==> src/rtl/muldiv_unit.sv <==
// muldiv_unit: iterative RV32M multiply/divide, one bit per cycle (shift-add / restoring).
// Define MULDIV_EARLY_OUT_EN to finish divide-by-zero, signed overflow and zero-operand multiplies in one cycle.
module muldiv_unit #(
    parameter int DATA_WIDTH = 32
) (
    input  logic                  clk,
    input  logic                  reset,
    input  logic                  start,
    input  logic [2:0]            Funct3,
    input  logic [DATA_WIDTH-1:0] SrcA,
    input  logic [DATA_WIDTH-1:0] SrcB,
    output logic                  busy,
    output logic                  done,
    output logic [DATA_WIDTH-1:0] Result
);
    localparam int W = DATA_WIDTH;
    localparam int CW = $clog2(W + 1);
`ifdef MULDIV_EARLY_OUT_EN
    localparam bit EARLY_OUT = 1'b1;
`else
    localparam bit EARLY_OUT = 1'b0;
`endif
    typedef enum logic [1:0] {IDLE, CALC, FIX, DONE} state_t;
    state_t state;
    logic [2:0] op;
    logic neg;
    logic [CW-1:0] cnt;
    logic [2*W-1:0] acc;
    logic [W-1:0] opnd;
    logic a_sgn, b_sgn, neg_a, neg_b, b_zero, ovf, mul_zero, early, sign_in;
    logic [W-1:0] mag_a, mag_b, early_res, fix_res, q_or_r;
    logic [W:0] mul_sum, rem_sh, diff;
    logic [2*W-1:0] mul_next, div_next, prod;
    always_comb begin
        a_sgn = Funct3 == 3'b001 || Funct3 == 3'b010 || Funct3 == 3'b100 || Funct3 == 3'b110;
        b_sgn = Funct3 == 3'b001 || Funct3 == 3'b100 || Funct3 == 3'b110;
        neg_a = a_sgn & SrcA[W-1];
        neg_b = b_sgn & SrcB[W-1];
        mag_a = neg_a ? -SrcA : SrcA;
        mag_b = neg_b ? -SrcB : SrcB;
        b_zero = SrcB == '0;
        // remainder follows the dividend; a zero divisor yields an all-ones quotient, never negated
        sign_in = (Funct3[2] & Funct3[1]) ? neg_a : (neg_a ^ neg_b) & ~(Funct3[2] & b_zero);
        ovf = Funct3[2] & ~Funct3[0] & (SrcA == {1'b1, {(W-1){1'b0}}}) & (SrcB == '1);
        mul_zero = ~Funct3[2] & ((SrcA == '0) | b_zero);
        early = EARLY_OUT & ((Funct3[2] & b_zero) | ovf | mul_zero);
        early_res = mul_zero ? '0 : b_zero ? (Funct3[1] ? SrcA : '1) : (Funct3[1] ? '0 : SrcA);
    end
    always_comb begin
        mul_sum = {1'b0, acc[2*W-1:W]} + (acc[0] ? {1'b0, opnd} : '0);
        mul_next = {mul_sum, acc[W-1:1]};
        rem_sh = acc[2*W-1:W-1];
        diff = rem_sh - {1'b0, opnd};
        div_next = diff[W] ? {rem_sh[W-1:0], acc[W-2:0], 1'b0} : {diff[W-1:0], acc[W-2:0], 1'b1};
        prod = neg ? -acc : acc;
        q_or_r = op[1] ? acc[2*W-1:W] : acc[W-1:0];
        fix_res = op[2] ? (neg ? -q_or_r : q_or_r) : (op[1:0] == 2'b00 ? prod[W-1:0] : prod[2*W-1:W]);
    end
    always_ff @(posedge clk) begin
        if (reset) begin
            state <= IDLE;
            busy <= 1'b0;
            done <= 1'b0;
            Result <= '0;
            cnt <= '0;
        end else begin
            case (state)
                IDLE, DONE: begin
                    if (start) begin
                        op <= Funct3;
                        neg <= sign_in;
                        cnt <= CW'(W);
                        acc <= {{W{1'b0}}, Funct3[2] ? mag_a : mag_b};
                        opnd <= Funct3[2] ? mag_b : mag_a;
                        if (early) begin
                            Result <= early_res;
                            state <= DONE;
                            busy <= 1'b0;
                            done <= 1'b1;
                        end else begin
                            state <= CALC;
                            busy <= 1'b1;
                            done <= 1'b0;
                        end
                    end else begin
                        state <= IDLE;
                        busy <= 1'b0;
                        done <= 1'b0;
                    end
                end
                CALC: begin
                    acc <= op[2] ? div_next : mul_next;
                    cnt <= cnt - CW'(1);
                    if (cnt == CW'(1)) state <= FIX;
                end
                FIX: begin
                    Result <= fix_res;
                    state <= DONE;
                    busy <= 1'b0;
                    done <= 1'b1;
                end
                default: state <= IDLE;
            endcase
        end
    end
endmodule

==> config.mk <==
export PLATFORM = sky130hd
export DESIGN_NAME = muldiv_unit
export DESIGN_NICKNAME = d
export VERILOG_FILES = /design/src/rtl/muldiv_unit.sv
export SDC_FILE = /design/constraint.sdc
export NUM_CORES = 1
export LEC_CHECK = 0
export CORE_MARGIN = 1
export CORE_UTILIZATION = 46
export CTS_CLUSTER_SIZE = 8
export DETAILED_ROUTE_END_ITERATION = 7
export GPL_TIMING_DRIVEN = 0
export PLACE_DENSITY_LB_ADDON = 0.15
export SLEW_MARGIN = 20
export SYNTH_ARGS = -nofsm -noshare
export SYNTH_HDL_FRONTEND = slang
export SYNTH_SLANG_ARGS = --single-unit
export TNS_END_PERCENT = 30
==> constraint.sdc <==
create_clock -name clk -period 10.5 [get_ports clk]
set_input_delay 2.1 -clock clk [delete_from_list [all_inputs] [get_ports clk]]
set_output_delay 2.1 -clock clk [all_outputs]
set_load 0.02 [all_outputs]
[Yosys cells after proc, flatten, opt, wreduce, memory -nomap -nowiden]
Cells that the tools add are included.
W data, S select, Z words.
Storage, ports and cells
  output and inout port bits: 34
  bits in latches: 0
  ROM bits: 0
  flip-flop bits (word level): 142
  logic and storage cells: 71
  memories kept: 0
  input port bits: 70
  memory bits (writable): 0
Cells by class
  $add $sub $neg: 7
  equal/unequal tests: 10
  multiply operators: 0
  divide/modulo/power cells: 0
  bitwise gates (word level): 8
  multiplexer cells: 23
  $lt $le $gt $ge: 0
  shift operators: 0
  reductions and logical operators: 14
Operators with widths (number)
  $mux W32: 9
  $mux W64: 4
  $pmux W64 S2: 1
  $neg A32 Y32: 3
  $neg A64 Y64: 1
  $add A32 B32 Y33: 1
  $sub A33 B32 Y33: 1
  $logic_not A32 Y1: 1
  $pmux W6 S2: 1
  $eq A3 B3 Y1 const B: 2
  $eq A6 B1 Y1 const B: 1
  $mux W6: 1
  $pmux W2 S3: 1
  $reduce_and A3 Y1: 2
  $sub A6 B1 Y6 const B: 1
  $and A1 B1 Y1: 5
  $logic_or A1 B1 Y1: 5
  $eq A2 B2 Y1 const B: 2
  $logic_not A2 Y1: 2
  $ne A2 B2 Y1 const B: 2
  $pmux W1 S2: 2
  $reduce_bool A2 Y1: 2
  $eq A3 B1 Y1 const B: 1
  $eq A3 B2 Y1 const B: 1
  other kinds (7): 10

[Longest topological paths before layout]
Gate-level depths: netlist of the first run.
  depth in word-level cells: 9
  depth in mapped cells: 17
  mapped depth without buffers: 12

[Worst setup path after synthesis of the first run]
No wires, ideal clock.
  path type: input to register
  from: in reset
  to: reg acc[0] (enable)
  path buffers: 2
  stages: 3
  path slack: 4810 ps
  arrival: 5204 ps
  required time: 10014 ps
  library setup time: 486 ps
  path through: clkbuf_1 > buf_1 > nor2_1
Between the ends
  word-level cells in the longest chain between the ends: 2
Ends and longest elaborated chain
  start: declaration: RTL line 7  | input logic reset,
  $not A1 Y1 (no source line)
  $reduce_and A3 Y1 (no source line)
  end signal: assignment: RTL line 73  | acc <= {{W{1'b0}}, Funct3[2] ? mag_a : mag_b};
  end signal: assignment: RTL line 92  | acc <= op[2] ? div_next : mul_next;
  end: declaration: RTL line 28  | logic [2*W-1:0] acc;
No other way between the ends.
A chain may end at the register's enable or synchronous reset.

[Worst setup path in the final report of the first run]
  from: reg op[1]
  to: reg Result[30]
Between the ends
  word-level cells in the longest chain between the ends: 4
  elaborated cells between the ends (all ways): 6
  classes of those cells: 1 x add/sub; 4 x mux; 1 x reduce/logical
Ends and longest elaborated chain
  start: declaration: RTL line 25  | logic [2:0] op;
  start signal: assignment: RTL line 70  | op <= Funct3;
  $mux W32: RTL line 56  | q_or_r = op[1] ? acc[2*W-1:W] : acc[W-1:0];
  $neg A32 Y32: RTL line 57  | fix_res = op[2] ? (neg ? -q_or_r : q_or_r) : (op[1:0] == 2'b00 ? prod[W-1:0] : prod[2*W-1:W]);
  $mux W32: RTL line 57
  $mux W32 *: RTL line 57
  end signal: assignment: RTL line 76  | Result <= early_res;
  end signal: assignment: RTL line 97  | Result <= fix_res;
  end: declaration: RTL line 14  | output logic [DATA_WIDTH-1:0] Result
Mark *: on every way between the ends. The rest lies on a longest branch, timed or not.

==> results of run 1 <==
layer usage:
layer	up-vias	share of wire	global-route usage
met3	107	0.096	0.0658
met2	787	0.44	0.550
met5	-	0	0
li1	7111	-	-
met4	0	0.034	0.127
met1	7209	0.43	0.473
Yosys cell counts, drive strengths merged, types with 3 or more instances:
cell type    n  area share
nand2b      19      0.0080
ha          73       0.061
nor2       200       0.051
inv         63       0.016
and3        10      0.0043
mux2         5      0.0038
o41ai       18       0.012
nor3        59       0.020
a211oi      48       0.024
or3         24       0.010
mux2i      101       0.068
a22oi        3      0.0015
nand2      179       0.045
or4          7      0.0038
o31a         3      0.0018
nor4        18       0.013
o211ai      17      0.0086
xor2       103       0.061
o21a        16      0.0081
o21ai      129       0.043
a31o         5      0.0029
nand3b       6      0.0039
edfxtp     100        0.20
xnor2      100       0.059
a41oi        3      0.0018
dfxtp       42       0.057
and2        11      0.0046
nor2b       11      0.0046
nor4b        3      0.0022
or2          7      0.0031
a21boi       6      0.0030
o22ai        5      0.0021
a21oi      149       0.050
a221oi       8      0.0047
buf         26      0.0088
a31oi       19      0.0080
o21bai       5      0.0025
nand3       40       0.013
a311oi      14      0.0083
nor3b       11      0.0056
o31ai       37       0.019
clkbuf      94       0.024
a21o        31       0.016
nand4       21      0.0088
power by group:
part / total (mW) / switching [mW] / internal [mW]
clock: 0.603 / 0.271 / 0.332
combinational: 2.32 / 1.45 / 0.867
sequential: 0.996 / 0.195 / 0.801
total: 3.91 / 1.91 / 2.00
worst paths after layout:
| check | startpoint | end | slack [ns] | cells after the start |
|---|---|---|---|---|
| min reg2reg | Result[29] | Result[29] | 0.46 | 2 |
| max | op[1] | Result[30] | 4.89 | 17 |
| min | Result[29] | Result[29] | 0.46 | 2 |
| max reg2reg | op[1] | Result[30] | 4.89 | 17 |
final cells by class:
| cell class | instances | area (µm²) | area share |
|---|---|---|---|
| multi-input cells | 1553 | 10300 | 0.604 |
| clock inverters | 11 | 81.3 | 0.00476 |
| well taps | 402 | 503 | 0.0295 |
| clock buffers | 21 | 483 | 0.0283 |
| plain buffers | 120 | 484 | 0.0284 |
| flip-flops and latches | 142 | 3840 | 0.225 |
| repair buffers | 107 | 1130 | 0.0660 |
| inverters | 65 | 244 | 0.0143 |
cells by family after synthesis:
family          after synthesis  share of synthesized area
fa+ha+maj                    75                     0.0641
flops                       142                      0.259
mux                         106                     0.0718
simple gates                635                      0.207
xor+xnor                    203                      0.120
compound gates              534                      0.230
buf+inv                     185                     0.0490
worst register-to-register path: cells and delay by family, from the launching register on:
kind | cells | cell delay [ns]
compound gates | 4 | 1.12
xor+xnor | 1 | 0.10
fa+ha+maj | 1 | 0.22
buf+inv | 6 | 2.25
flops | 1 | 0.44
simple gates | 5 | 1.36
metrics by stage:
stage | cells | total power, mW
after CTS | 2421 | 3.86
after global routing | 2421 | 4.15
after global placement | 2385 | 3.21
final | 2421 | 3.91
after floorplan | 1880 | 2.50
after detailed placement | 2389 | 3.25
sequential cells by signal (all words and copies together) (netlist names):
signal and flops:
opnd 32, done 1, busy 1, state 2, op 3, acc 64, Result 32, neg 1
cnt 6
==> results.yml, run 1 <==
yosys:
  yosysWarnings: 0
  async_flop_share: 0
  ys_ff_latch: 142
  netlist_area_um2: 14900
  syn_avg_cell_area_um2: 7.91
  ys_types: 82
  yosysSeqAreaShare: 0.259
  syn_nets: 2025
  synth-edff-count: 100
  synth_ff_type: "edfxtp_1"
  netlist_instances: 1880
clock_tree:
  clkLatencyLatePin_ns: 0.46
  cts_hold_buf: 0
  clock_path_buffers: 2
  htree_levels: 4
  clkTransAtPathRegs_ns: 0.06
  clock_sinks: 142
  cts_inserted_buffers: 17
  post_cts_resized: 0
  cts_root_buf: "clkbuf_16"
  cts_setup_buffers: 0
  cts_tree: "built"
setup_path:
  end_kind: "flop"
  slowest_delay_ns: 0.62
  critical_path_buf_inv_count: 6
  slowest_stage: "buf_1"
  worstSetupStartpointType: "flop"
  crit_type: "reg2reg"
  worstPathRequired_ns: 10.82
  cpMostUsedCell: "buf_2"
  crit_family: "buffers and inverters"
  worstPathCellList: "clkbuf_2, buf_2, buf_2, buf_2, buf_2, buf_1, nor2_1, a21oi_1, ha_1, o221ai_1, nor3_1, nand4_1, nand2b_1, o31ai_1, xnor2_1, a211oi_1, nor3_1"
  critPathMaxFanout: 10
  arrival_ns: 5.93
finish:
  final_cell_mix: "198 x nor2_1, 179 x nand2_1, 149 x a21oi_1"
  final_common_cell: "nor2_1"
  layout-drive-gt1-share: 0.0431
  area_growth_pct: 14.9
  fin_area_um2: 17100
  num-fill-cells: 3024
  fin_nets: 2151
  num_antenna_cells: 0
  final_util: 0.540
sta:
  relSlewSlack: 0.257
  hold_slack_ns: 0.465
  finalSetupViolCount: 0
  finClkSkew_ns: 0.0137
  fmaxAchievable_ghz: 0.178
  worstMarginPinSlew_ns: 1.11
  worst_slack_ns: 4.89
  hold_viol_final: 0
  grt_setup_unrepaired: "false"
  finalCritPeriodShare: 0.535
  finalCriticalPeriod_ns: 5.61
  slew_violations: 0
  tns_ns: 0
die:
  die_h_um: 182
  initial_core_util: 0.470
  ioPinCount: 104
  coreArea_um2: 31600
  die_w_um: 182
  fp.dieArea_um2: 33000
  rows: 65
place:
  dp_hpwl_um: 45900
  preCtsSetupSlack_ns: 4.71
  port_buffers: 103
  placed_cell_area_um2: 16500
  gp_congestion: 1.01
route:
  drt_first_pass_iters: 6
  vias_per_cell: 6.28
  wl_per_cell_um: 23.8
  vias: 15214
  first_iter_violations: 1741
  drc: 0
  wl_um: 57600
  ant_nets: 0
power:
  leakage_nw: 6.53
  power_density_nw_per_um2: 229
  ir_drop_mv: 0.142
run_status:
  outcome: "completed"
global_routing:
  grt_max_degree: 30
  antenna_found_initial: 0
  grt_pass1_wl_um: 86600
  grt_overflow_total: 0
  grt_pass1_vias: 14212
  track_usage: 0.349
flow_run:
  drv_cap: 0
worst_hold_path:
  min_path_type: "reg2reg"
No activity file was read; power rests on OpenSTA's default activity.
==> run 2, diff against run 1 <==
- clock period: 10.5 -> 4.7 ns (I/O delays scaled with it)
==> run 2 against run 1 <==
Effect of this change: fmax rose by 24%; clock power rose by 120%; cell count barely moved.
==> results.yml, run 2 (synthesized netlist as in run 1, its figures left out) <==
setup_path:
  critPathMaxFanout: 10
  slowest_stage: "edfxtp_1"
  crit_type: "reg2reg"
  regToRegSetupSlack_ns: 0.17
  cp_num_cells: 16
  worstPathCellList: "clkbuf_2, buf_4, buf_4, buf_4, buf_2, buf_4, mux2i_1, ha_1, o221ai_2, nor3_4, nand4_1, nand2b_1, o31ai_1, xnor2_1, a211oi_2, nor3_1"
  worstPathRequired_ns: 5.02
  end_kind: "flop"
  critical_path_buf_inv_count: 6
  slowest_delay_ns: 0.45
  arrival_ns: 4.85
  crit_family: "buffers and inverters"
  cpMostUsedCell: "buf_4"
  reg2regPathDepth: 16
  worstSetupStartpointType: "flop"
finish:
  area_growth_pct: 15.3
  num_antenna_cells: 0
  layout-drive-gt1-share: 0.0480
  largest_register_ffs: 64
  num-fill-cells: 3024
  final_cell_mix: "197 x nor2_1, 179 x nand2_1, 149 x a21oi_1"
  final_common_cell: "nor2_1"
  fin_nets: 2153
  reg.largest.list: "acc (64), Result (32), opnd (32)"
  regMostFlops: "acc"
sta:
  finalSetupViolCount: 0
  hold_viol_final: 0
  fmaxAchievable_ghz: 0.221
  slew_violations: 0
  finalCriticalPeriod_ns: 4.53
  tns_ns: 0
  hold_slack_ns: 0.465
  grt_setup_unrepaired: "false"
  worstMarginPinSlew_ns: 1.03
  finClkSkew_ns: 0.0145
  relSlewSlack: 0.314
  finalCritPeriodShare: 0.964
  worst_slack_ns: 0.171
die:
  die_w_um: 182
  die_h_um: 182
  initial_core_util: 0.470
  rows: 65
  fp.dieArea_um2: 33000
  ioPinCount: 104
  coreArea_um2: 31600
power:
  swShare: 0.490
  power_density_nw_per_um2: 512
  clkPwrFrac: 0.153
  seq_power_share: 0.254
  leakage_nw: 6.56
  combinationalPowerShare: 0.593
  internal_power_mw: 4.47
  total_power_mw: 8.77
  power_switching_mw: 4.30
  ir_drop_mv: 0.318
route:
  wl_per_cell_um: 23.9
  vias_per_cell: 6.33
  wl_um: 57900
  first_iter_violations: 1778
  ant_nets: 0
  drc: 0
  vias: 15342
  drt_first_pass_iters: 8
clock_tree:
  cts_inserted_buffers: 17
  cts_root_buf: "clkbuf_16"
  clock_path_buffers: 2
  cts_tree: "built"
  htree_levels: 4
  clkLatencyLatePin_ns: 0.46
  clock_sinks: 142
  cts_hold_buf: 0
  clkTransAtPathRegs_ns: 0.06
run_status:
  outcome: "completed"
global_routing:
  grt_pass1_wl_um: 86700
  antenna_found_initial: 0
  grt_overflow_total: 0
  grt_pass1_vias: 14241
  track_usage: 0.349
  grt_max_degree: 30
worst_hold_path:
  min_path_type: "reg2reg"
  whs_path_depth: 2
place:
  dp_hpwl_um: 45900
  port_buffers: 103
  gp_congestion: 1.01
  preCtsSetupSlack_ns: -0.632
flow_run:
  drv_cap: 0
-- run 2: changes by cell type in the layout (fill, tap and decap cells not counted), moves of 2 or more --
cell and change:
buf_4 +6, buf_2 -3, clkbuf_1 -2, clkbuf_2 +2
-- run 2: through the flow --
stage               utilization  instance area, µm²  cells
finish                    0.542               17100   2423
global route              0.542               17100   2423
CTS                       0.541               17100   2422
detailed placement        0.522               16500   2389
global placement          0.518               16400   2385
floorplan                     -               14900   1880
-- run 2: per-layer routing --
metal / track usage / vias up / share of wire
met5: 0 / - / 0
met4: 0.127 / 0 / 0.036
met3: 0.0662 / 119 / 0.091
met2: 0.551 / 807 / 0.44
met1: 0.473 / 7302 / 0.43
li1: - / 7114 / -
-- run 2: final timing paths --
kind           endpoint  startpoint
max          Result[30]       op[1]
min          Result[29]  Result[29]
max reg2reg  Result[30]       op[1]
min reg2reg  Result[29]  Result[29]
-- run 2: layout make-up --
type | instances | area, µm² | area share
plain buffers | 120 | 498 | 0.0291
clock buffers | 21 | 483 | 0.0282
clock inverters | 11 | 81.3 | 0.00475
inverters | 65 | 244 | 0.0142
multi-input cells | 1553 | 10300 | 0.603
flip-flops and latches | 142 | 3840 | 0.224
well taps | 402 | 503 | 0.0294
repair buffers | 109 | 1140 | 0.0666
-- run 2: power by group through the flow --
stage	clock [mW]	sequential, mW	combinational (mW)
floorplan	0	2.16	3.42
global placement	0	2.25	4.93
detailed placement	0	2.23	5.04
CTS	1.35	2.20	5.07
global route	1.40	2.25	5.64
finish	1.35	2.23	5.20
-- run 2: timing repair --
action	4_1_cts	5_1_grt
pin swaps	1	1
buffers inserted	1	1
hold endpoints to repair	0	0
endpoints found under the setup margin	10	24
resized for setup	7	8
cloned	0	0
-- run 2: tightest hold or removal path: stages (launching register included) --
cell and delay [ns]:
dfxtp_1 0.31, nand2_1 0.06, a21oi_1 0.05
==> run 3, diff against run 2 <==
- ABC_AREA: not set -> 0
- SLEW_MARGIN: 20 -> 10
==> run 3 against run 2 <==
Effect of this change: non-clock buffer count down 2; worst hold slack worse by 0.0027 ns; via count down 0.28%; flip-flop and latch count unchanged; sequential power about the same; fmax up 1.3%; power up 1.1%; critical path type unchanged; worst setup slack better by 0.058 ns; global-route usage down 0.15 points.
==> results.yml, run 3 (synthesized netlist as in run 1, its figures left out) <==
route:
  vias: 15299
  wl_per_cell_um: 23.8
  wl_um: 57500
  drc: 0
  vias_per_cell: 6.32
  first_iter_violations: 1551
  ant_nets: 0
  drt_first_pass_iters: 6
die:
  initial_core_util: 0.470
  die_h_um: 182
  coreArea_um2: 31600
  ioPinCount: 104
  rows: 65
  fp.dieArea_um2: 33000
  die_w_um: 182
finish:
  reg.largest.list: "acc (64), Result (32), opnd (32)"
  layout-drive-gt1-share: 0.0471
  fin_nets: 2151
  fin_area_um2: 17100
  regMostFlops: "acc"
  regArea_um2: 3840
  final_cell_mix: "197 x nor2_1, 179 x nand2_1, 149 x a21oi_1"
  stdcell_count: 2422
  largest_register_ffs: 64
  multi_input_area_um2: 10300
  area_growth_pct: 15.3
  num-fill-cells: 3020
  final_common_cell: "nor2_1"
sta:
  hold_viol_final: 0
  finalSetupViolCount: 0
  finalCriticalPeriod_ns: 4.47
  finalCritPeriodShare: 0.951
  slew_violations: 0
  tns_ns: 0
  relSlewSlack: 0.304
  fmaxAchievable_ghz: 0.224
  finClkSkew_ns: 0.0227
  worstMarginPinSlew_ns: 1.04
  grt_setup_unrepaired: "false"
flow_run:
  drv_cap: 0
clock_tree:
  cts_tree: "built"
  clkLatencyLatePin_ns: 0.46
  htree_levels: 4
  clock_sinks: 142
  clock_path_buffers: 2
  cts_inserted_buffers: 17
  cts_root_buf: "clkbuf_16"
  clkTransAtPathRegs_ns: 0.06
setup_path:
  critPathCapture: "Result[30]"
  r2r_end: "Result[30]"
  r2r-start: "op[1]"
  end_kind: "flop"
  critPathMaxFanout: 10
  worstPathRequired_ns: 5.02
  crit_type: "reg2reg"
  cp-startpoint: "op[1]"
  reg2regPathDepth: 16
  arrival_ns: 4.79
  regToRegSetupSlack_ns: 0.23
  worstSetupStartpointType: "flop"
power:
  swShare: 0.486
  combinationalPowerShare: 0.582
  total_power_mw: 8.87
  power_switching_mw: 4.31
  clkPwrFrac: 0.167
  internal_power_mw: 4.56
  seq_power_share: 0.251
  ir_drop_mv: 0.371
  power_density_nw_per_um2: 517
  leakage_nw: 6.56
worst_hold_path:
  hp-start: "Result[29]"
  min_path_type: "reg2reg"
place:
  dp_hpwl_um: 45600
  dp_cells: 2388
  placed_cell_area_um2: 16500
  port_buffers: 103
  gp_congestion: 1.01
global_routing:
  grt_overflow_total: 0
  grt_pass1_vias: 14201
  antenna_found_initial: 0
  grt_max_degree: 32
  use_met1: 0.478
  track_usage: 0.347
  grt_use_met3: 0.0556
  grt_pass1_wl_um: 86300
  met2_usage: 0.545
  top_usage_layer: "met2"
run_status:
  outcome: "completed"
==> run 3: cell types whose count changed in the layout (fill, tap and decap cells not counted), moves of 2 or more <==
cell and delta:
clkbuf_16 -2, inv_6 +4, clkinv_4 -3, clkinv_2 -2, buf_4 -2, buf_16 -2, bufinv_16 +3
==> run 3: worst min-delay path by stage <==
stage                  to  slack, ns  depth (start not counted)
2_1_floorplan      cnt[4]       0.49                          2
3_3_place_gp   Result[29]       0.46                          2
3_5_place_dp   Result[29]       0.46                          2
4_1_cts        Result[29]       0.47                          2
5_1_grt        Result[29]       0.49                          2
6_report       Result[29]       0.46                          2
==> run 3: cell type report <==
class | count | share of cell area
clock buffer | 18 | 0.0250
buffer | 120 | 0.0294
timing repair buffer | 107 | 0.0641
tap | 402 | 0.0293
inverter | 65 | 0.0142
sequential | 142 | 0.224
multi-input combinational | 1553 | 0.603
clock inverter | 14 | 0.0104
antenna | 1 | 0.000146
==> run 3: power by group through the flow <==
stage / combinational, mW / clock [mW] / sequential, mW
after floorplan: 3.42 / 0 / 2.16
after global placement: 4.93 / 0 / 2.25
after detailed placement: 5.01 / 0 / 2.23
after CTS: 5.05 / 1.48 / 2.20
after global routing: 5.60 / 1.53 / 2.24
final: 5.16 / 1.48 / 2.23
==> run 3: worst max-delay path: stages, from the launching register on <==
cell,delay [ns]
edfxtp_1,0.44
buf_2,0.28
buf_4,0.24
buf_4,0.23
buf_4,0.24
buf_2,0.31
buf_6,0.25
mux2i_1,0.27
ha_1,0.25
o221ai_2,0.21
nor3_4,0.25
nand4_1,0.22
nand2b_1,0.31
o31ai_1,0.32
xnor2_1,0.12
a211oi_2,0.29
nor3_1,0.08
==> run 3: routing by layer <==
metal / routed length [µm] / part of all wire / vias up
li1: - / - / 7118
met4: 2000 / 0.035 / 0
met2: 25400 / 0.44 / 796
met1: 25000 / 0.44 / 7277
met5: 0 / 0 / -
met3: 5060 / 0.088 / 108
==> run 3: repair_timing <==
item / 4_1_cts / 5_1_grt
endpoints found under the setup margin: 10 / 24
pin swaps: 1 / 1
buffers inserted: 1 / 0
hold buffers: 0 / 0
resized for setup: 7 / 11
==> run 3: stage by stage <==
stage / hold WS [ns] / utilization / setup WS (ns)
CTS: 0.468 / 0.541 / 0.0160
detailed placement: 0.458 / 0.521 / -0.623
global placement: 0.456 / 0.518 / -2.22
floorplan: 0.486 / - / 0.170
global route: 0.491 / 0.542 / 0.00820
finish: 0.462 / 0.542 / 0.228
